<file path="config.mk">
export PLATFORM = sky130hd
export DESIGN_NAME = seven_seg_mux_display
export DESIGN_NICKNAME = d
export VERILOG_FILES = /design/src/rtl/seven_seg_mux_display.sv
export SDC_FILE = /design/constraint.sdc
export NUM_CORES = 1
export LEC_CHECK = 0
export BUFFER_PORTS_ARGS = -buffer_cell sky130_fd_sc_hd__buf_2
export CAP_MARGIN = 20
export CORE_MARGIN = 2
export CORE_UTILIZATION = 35
export DETAILED_ROUTE_END_ITERATION = 8
export GPL_TIMING_DRIVEN = 0
export PLACE_DENSITY = 0.53
export SYNTH_ARGS = -nofsm -noshare
export SYNTH_HDL_FRONTEND = slang
export SYNTH_SLANG_ARGS = --single-unit
</file>
<file path="constraint.sdc">
create_clock -name clk -period 5.35 [get_ports clk]
set_clock_uncertainty 0.2 [all_clocks]
set_input_delay 0.535 -clock clk [delete_from_list [all_inputs] [get_ports clk]]
set_output_delay 0.535 -clock clk [all_outputs]
set_load 0.005 [all_outputs]
</file>
<file path="src/rtl/seven_seg_mux_display.sv">
// -----------------------------------------------------------------------------
// seven_seg_mux_display
//
// Time-multiplexed driver for NUM_DIGITS seven-segment digits that share one
// segment bus. One digit is selected per refresh slot of REFRESH_DIV clocks.
// Each slot opens with BLANK_CYCLES clocks with every anode off, so the segment
// bus can settle without ghosting into the neighbouring digit. The shown value
// is double-buffered: loads go to a pending buffer, and that buffer is copied
// into the display buffer only when the scan wraps back to digit 0. A digit
// pattern therefore never changes part way through a frame.
//
// Ports
//   clk         in  1             system clock
//   rst_n       in  1             synchronous reset, active low
//   value       in  4*NUM_DIGITS  hex digits, digit i = value[4i+3:4i], digit 0 rightmost
//   dp_in       in  NUM_DIGITS    decimal point request per digit, 1 = lit
//   digit_en    in  NUM_DIGITS    1 = digit may light, 0 = forced blank (not buffered)
//   load        in  1             capture value/dp_in into the pending buffer
//   seg         out 7             segments {g,f,e,d,c,b,a}, polarity per SEG_ACTIVE_LOW
//   dp          out 1             decimal point, polarity per SEG_ACTIVE_LOW
//   an          out NUM_DIGITS    anode selects, polarity per AN_ACTIVE_LOW
//   frame_done  out 1             one-cycle pulse when the scan wraps to digit 0
// -----------------------------------------------------------------------------
module seven_seg_mux_display #(
  parameter int NUM_DIGITS     = 4,      // 1..8
  parameter int REFRESH_DIV    = 50000,  // clocks per digit slot, >= 2
  parameter int BLANK_CYCLES   = 8,      // < REFRESH_DIV
  parameter bit SEG_ACTIVE_LOW = 1'b1,
  parameter bit AN_ACTIVE_LOW  = 1'b1,
  parameter bit LZ_BLANK       = 1'b1
) (
  input  logic                    clk,
  input  logic                    rst_n,
  input  logic [4*NUM_DIGITS-1:0] value,
  input  logic [NUM_DIGITS-1:0]   dp_in,
  input  logic [NUM_DIGITS-1:0]   digit_en,
  input  logic                    load,
  output logic [6:0]              seg,
  output logic                    dp,
  output logic [NUM_DIGITS-1:0]   an,
  output logic                    frame_done
);

  localparam int CNT_W = $clog2(REFRESH_DIV);
  localparam int IDX_W = (NUM_DIGITS > 1) ? $clog2(NUM_DIGITS) : 1;

  localparam logic [CNT_W-1:0] CNT_LAST  = CNT_W'(REFRESH_DIV - 1);
  localparam logic [CNT_W-1:0] CNT_BLANK = CNT_W'(BLANK_CYCLES);
  localparam logic [IDX_W-1:0] IDX_LAST  = IDX_W'(NUM_DIGITS - 1);

  // Active-high segment pattern {g,f,e,d,c,b,a} for one hex nibble.
  function automatic logic [6:0] hex_to_seg(input logic [3:0] nib);
    case (nib)
      4'h0:    return 7'h3F;
      4'h1:    return 7'h06;
      4'h2:    return 7'h5B;
      4'h3:    return 7'h4F;
      4'h4:    return 7'h66;
      4'h5:    return 7'h6D;
      4'h6:    return 7'h7D;
      4'h7:    return 7'h07;
      4'h8:    return 7'h7F;
      4'h9:    return 7'h6F;
      4'hA:    return 7'h77;
      4'hB:    return 7'h7C;
      4'hC:    return 7'h39;
      4'hD:    return 7'h5E;
      4'hE:    return 7'h79;
      default: return 7'h71;
    endcase
  endfunction

  // Scan position
  logic [CNT_W-1:0] r_div_cnt;
  logic [IDX_W-1:0] r_idx;

  // Double buffer: pending collects loads, display feeds the decoder
  logic [4*NUM_DIGITS-1:0] r_pend_val;
  logic [NUM_DIGITS-1:0]   r_pend_dp;
  logic [4*NUM_DIGITS-1:0] r_disp_val;
  logic [NUM_DIGITS-1:0]   r_disp_dp;

  // Registered pin drivers
  logic [6:0]            r_seg;
  logic                  r_dp;
  logic [NUM_DIGITS-1:0] r_an;
  logic                  r_frame_done;

  logic                  w_slot_wrap;
  logic                  w_frame_wrap;
  logic [3:0]            w_nibble;
  logic                  w_dp_req;
  logic                  w_en;
  logic [NUM_DIGITS-1:0] w_an_onehot;
  logic                  w_upper_zero;
  logic                  w_blank;
  logic [6:0]            w_seg_hi;
  logic                  w_dp_hi;
  logic [NUM_DIGITS-1:0] w_an_hi;

  assign w_slot_wrap  = (r_div_cnt == CNT_LAST);
  assign w_frame_wrap = w_slot_wrap && (r_idx == IDX_LAST);

  // Select the current digit's nibble/dp/enable and find out whether every
  // digit from the current one up to the most significant is zero.
  // NOTE: every always_comb output gets a default before any branch, so no
  // path leaves a signal unassigned and no latch is inferred.
  always_comb begin
    w_nibble     = 4'h0;
    w_dp_req     = 1'b0;
    w_en         = 1'b0;
    w_an_onehot  = '0;
    w_upper_zero = 1'b1;
    for (int i = 0; i < NUM_DIGITS; i++) begin
      if (IDX_W'(i) == r_idx) begin
        w_nibble       = r_disp_val[4*i +: 4];
        w_dp_req       = r_disp_dp[i];
        w_en           = digit_en[i];
        w_an_onehot[i] = 1'b1;
      end
      if ((IDX_W'(i) >= r_idx) && (r_disp_val[4*i +: 4] != 4'h0)) begin
        w_upper_zero = 1'b0;
      end
    end
  end

  // Digit 0 is never suppressed, so an all-zero value still shows "0".
  assign w_blank = !w_en
                || (r_div_cnt < CNT_BLANK)
                || (LZ_BLANK && (r_idx != '0) && w_upper_zero);

  // Lit levels in active-high form; polarity is applied once at the register.
  assign w_seg_hi = w_blank ? 7'h00 : hex_to_seg(w_nibble);
  assign w_dp_hi  = w_blank ? 1'b0  : w_dp_req;
  assign w_an_hi  = w_blank ? '0    : w_an_onehot;

  // Slot counter and digit index. frame_done is registered alongside idx so
  // it is high exactly in the cycle idx returns to 0.
  // NOTE: state registers use non-blocking assignments so every flop samples
  // pre-edge values, independent of statement order.
  always_ff @(posedge clk) begin
    if (!rst_n) begin
      r_div_cnt    <= '0;
      r_idx        <= '0;
      r_frame_done <= 1'b0;
    end else begin
      r_frame_done <= w_frame_wrap;
      if (w_slot_wrap) begin
        r_div_cnt <= '0;
        r_idx     <= (r_idx == IDX_LAST) ? '0 : r_idx + 1'b1;
      end else begin
        r_div_cnt <= r_div_cnt + 1'b1;
      end
    end
  end

  // Buffers. A load arriving on the wrap cycle bypasses pending so it shows
  // in the frame that is just starting.
  // NOTE: both buffers are reset so the first frame after power-up shows a
  // defined "0" instead of whatever the flops woke up with.
  always_ff @(posedge clk) begin
    if (!rst_n) begin
      r_pend_val <= '0;
      r_pend_dp  <= '0;
      r_disp_val <= '0;
      r_disp_dp  <= '0;
    end else begin
      if (load) begin
        r_pend_val <= value;
        r_pend_dp  <= dp_in;
      end
      if (w_frame_wrap) begin
        r_disp_val <= load ? value : r_pend_val;
        r_disp_dp  <= load ? dp_in : r_pend_dp;
      end
    end
  end

  // Output registers: one clock behind the div_cnt/idx that selected them.
  always_ff @(posedge clk) begin
    if (!rst_n) begin
      r_seg <= {7{SEG_ACTIVE_LOW}};
      r_dp  <= SEG_ACTIVE_LOW;
      r_an  <= {NUM_DIGITS{AN_ACTIVE_LOW}};
    end else begin
      r_seg <= w_seg_hi ^ {7{SEG_ACTIVE_LOW}};
      r_dp  <= w_dp_hi ^ SEG_ACTIVE_LOW;
      r_an  <= w_an_hi ^ {NUM_DIGITS{AN_ACTIVE_LOW}};
    end
  end

  assign seg        = r_seg;
  assign dp         = r_dp;
  assign an         = r_an;
  assign frame_done = r_frame_done;

endmodule
</file>
==> impl_metrics.csv <==
group,metric,value,unit
drt,drt-initial-drc-count,39,
clock_tree,htree_levels,3,
setup_path,critPathMaxFanout,10,
drt,drc,0,
synth,async_reset_ff_share,0,%
clock_tree,clock_sinks,71,
synth,ys_top_cells_by_area,"dfxtp_1 (46%), mux2i_1 (7.4%), nor2_1 (5.6%), nand2_1 (5.2%), ha_1 (4.8%)",
setup_path,crit_arrival,3260,ps
drt,first_pass_iters,4,
setup_path,reg2reg_from,"r_idx[0]$_SDFFE_PN0N_",
global_route,grt_overflow_total,0,
sta,tns,0,ps
synth,synth_top_cell_by_area,"dfxtp_1",
layout,final_cells,512,
clock_tree,post_cts_buffers,0,
floorplanning,start_util,35.89,%
layout,final_cell_mix,"dfxtp_1 (71), nor2_1 (46), buf_2 (44)",
layout,final_common_cell,"dfxtp_1",
power,powerDensity,297.8,nW/um^2
global_route,grt_first_pass_wirelength,11160,um
sta,min_period,3241,ps
global_route,antenna_found_initial,0,
clock_tree,cts_resized,0,
placement,place.gp.congestion,0.7585,
synth,synth_warnings,0,
min_path,min_path_type,"input port to register",
power,p_total,1.090,mW
sta,maxSlewViolCount,0,
layout,final_nets,438,
layout,final_util,42.39,%
placement,dp_hpwl,4797,um
sta,hold_viol_final,0,
sta,timing.hold.ws,189.3,ps
setup_path,required,5370,ps
setup_path,crit_slowest_cell,"a221oi_1",
drt,wl_per_cell,12.42,um
sta,max-slew-margin-rel,37.91,%
setup_path,cp_common_cell,"ha_1",
clock_tree,cts_tree,"yes",
setup_path,crit_chain,"ha_1 > buf_2 > buf_1 > a211oi_1 > a221oi_1 > inv_1 > ha_1 > mux2i_1 > a22o_1 > nand2_1",
setup_path,crit_start,"r_idx[0]$_SDFFE_PN0N_",
placement,io_buffers,38,
sta,worst_pin_slew,931.3,ps
synth,yosys.cell_types.count,42,
layout,final_area,3661,um^2
global_route,grt_pass1_vias,2400,
synth,synth-seq-area-share,45.86,%
synth,avgSynthCellArea,8.855,um^2
synth,synth_top_area_share,45.86,%
global_route,track_usage,14.27,%
setup_path,end_kind,"register",
power,leakagePower,1.441,nW
min_path,hold_start,"digit_en[3]",
sta,rsz0062_at_grt,"no",
setup_path,worst-path-buf-inv,3,
synth,synth_edf_count,0,
setup_path,path_delay_family,"compound AO/OA/AOI/OAI gates",
setup_path,crit_type,"register to register",
clock_tree,cts_buffers,9,
drt,viasPerCell,4.762,
placement,place_area,3425,um^2
synth,synthCells,350,
clock_tree,cts_buffer_depth,2,
clock_tree,cts_root_buf,"clkbuf_8",
floorplanning,core_area,8636,um^2
sta,period_share,60.57,%
floorplanning,io_pins,40,
setup_path,max_stage_delay,810,ps
clock_tree,path_clk_slew,70,ps
clock_tree,hold_buffers,0,
floorplanning,dieArea,9624,um^2
floorplanning,row_count,34,
layout,syn_to_final_growth,18.13,%
run_status,status,"completed",
drt,ant_nets,0,
synth,syn_area,3099,um^2
placement,dp.cells,496,
sta,setup_viol,0,
sta,setup_ws,2109,ps
setup_path,cp-start-kind,"register",
drt,vias,2438,
layout,post_route_cells_drive_above_1_share,15.59,%
power,irDropWorstVdd,0.0001016,V
drt,drt-total-wl,6360,um
global_route,grt_max_degree,13,
job,drv_cap,0,
synth,ys_ff_latch,71,
synth,syn-num-nets,389,
clock_tree,worstSkewPairLatency,340,ps
layout,antenna_cells,0,
placement,preCtsSetupSlack,2083,ps
floorplanning,die_h,98.10,um
floorplanning,die_x,98.10,um
sta,fmax,0.3086,GHz
synth,synthFlopType,"dfxtp_1",
-- cells in the mapped netlist (5+ instances only) --
cell type / instances
inv_1: 10
clkbuf_1: 10
xor2_1: 8
nor2_1: 46
mux2i_1: 23
nor2b_1: 5
or2_0: 17
nand2_1: 43
nand3b_1: 6
a21oi_1: 28
ha_1: 12
o21ai_0: 5
buf_2: 6
xnor2_1: 6
nor3b_1: 5
dfxtp_1: 71
nand3_1: 9
-- sequential cells by signal (all words and copies together) (netlist names) --
signal,flops
r_pend_val,16
dp,1
r_pend_dp,4
r_disp_dp,4
r_div_cnt,16
r_disp_val,16
seg,7
an,4
frame_done,1
r_idx,2
-- cell families (layout without fill, tap and decap cells) --
| logic type | after synthesis | count (layout) | share of synthesized area [%] |
|---|---|---|---|
| buffers and inverters | 29 | 83 | 3.755 |
| AO/OA/AOI/OAI | 46 | 46 | 8.922 |
| AND/OR/NAND/NOR | 155 | 155 | 25.23 |
| flip-flops | 71 | 71 | 45.86 |
| adder cells (fa/ha/maj) | 12 | 12 | 4.844 |
| XOR/XNOR | 14 | 14 | 3.956 |
| multiplexers | 23 | 23 | 7.428 |
-- cell type report --
| cell class | instances | area, um^2 |
|---|---|---|
| buffer | 19 | 78.83 |
| clock buffer | 10 | 127.6 |
| clock inverter | 6 | 108.9 |
| fill | 904 | 4975 |
| inverter | 10 | 37.54 |
| multi-input combinational | 250 | 1562 |
| sequential | 71 | 1421 |
| tap | 108 | 135.1 |
| timing repair buffer | 38 | 190.2 |
-- path summary, 6_finish.rpt --
check / cells past startpoint / slack (ps) / to
hold / removal: 2 / 190 / an[3]$_SDFF_PN1_
setup reg to reg: 10 / 2110 / seg[3]$_SDFF_PN1_
hold reg to reg: 2 / 260 / r_disp_val[1]$_SDFFE_PN0P_
setup / recovery: 10 / 2110 / seg[3]$_SDFF_PN1_
-- power breakdown --
group / total [mW] / internal (mW) / switching (mW)
Combinational: 0.0427 / 0.0194 / 0.0234
Sequential: 0.543 / 0.539 / 0.00381
Clock: 0.505 / 0.309 / 0.196
-- layer usage --
layer	wire length [um]	track usage (%)
met1	3003	17.84
met2	2993	23.34
met3	287	5.154
met4	76	3.846
met5	0	0
Note: power is estimated with default switching activity, not from simulation.
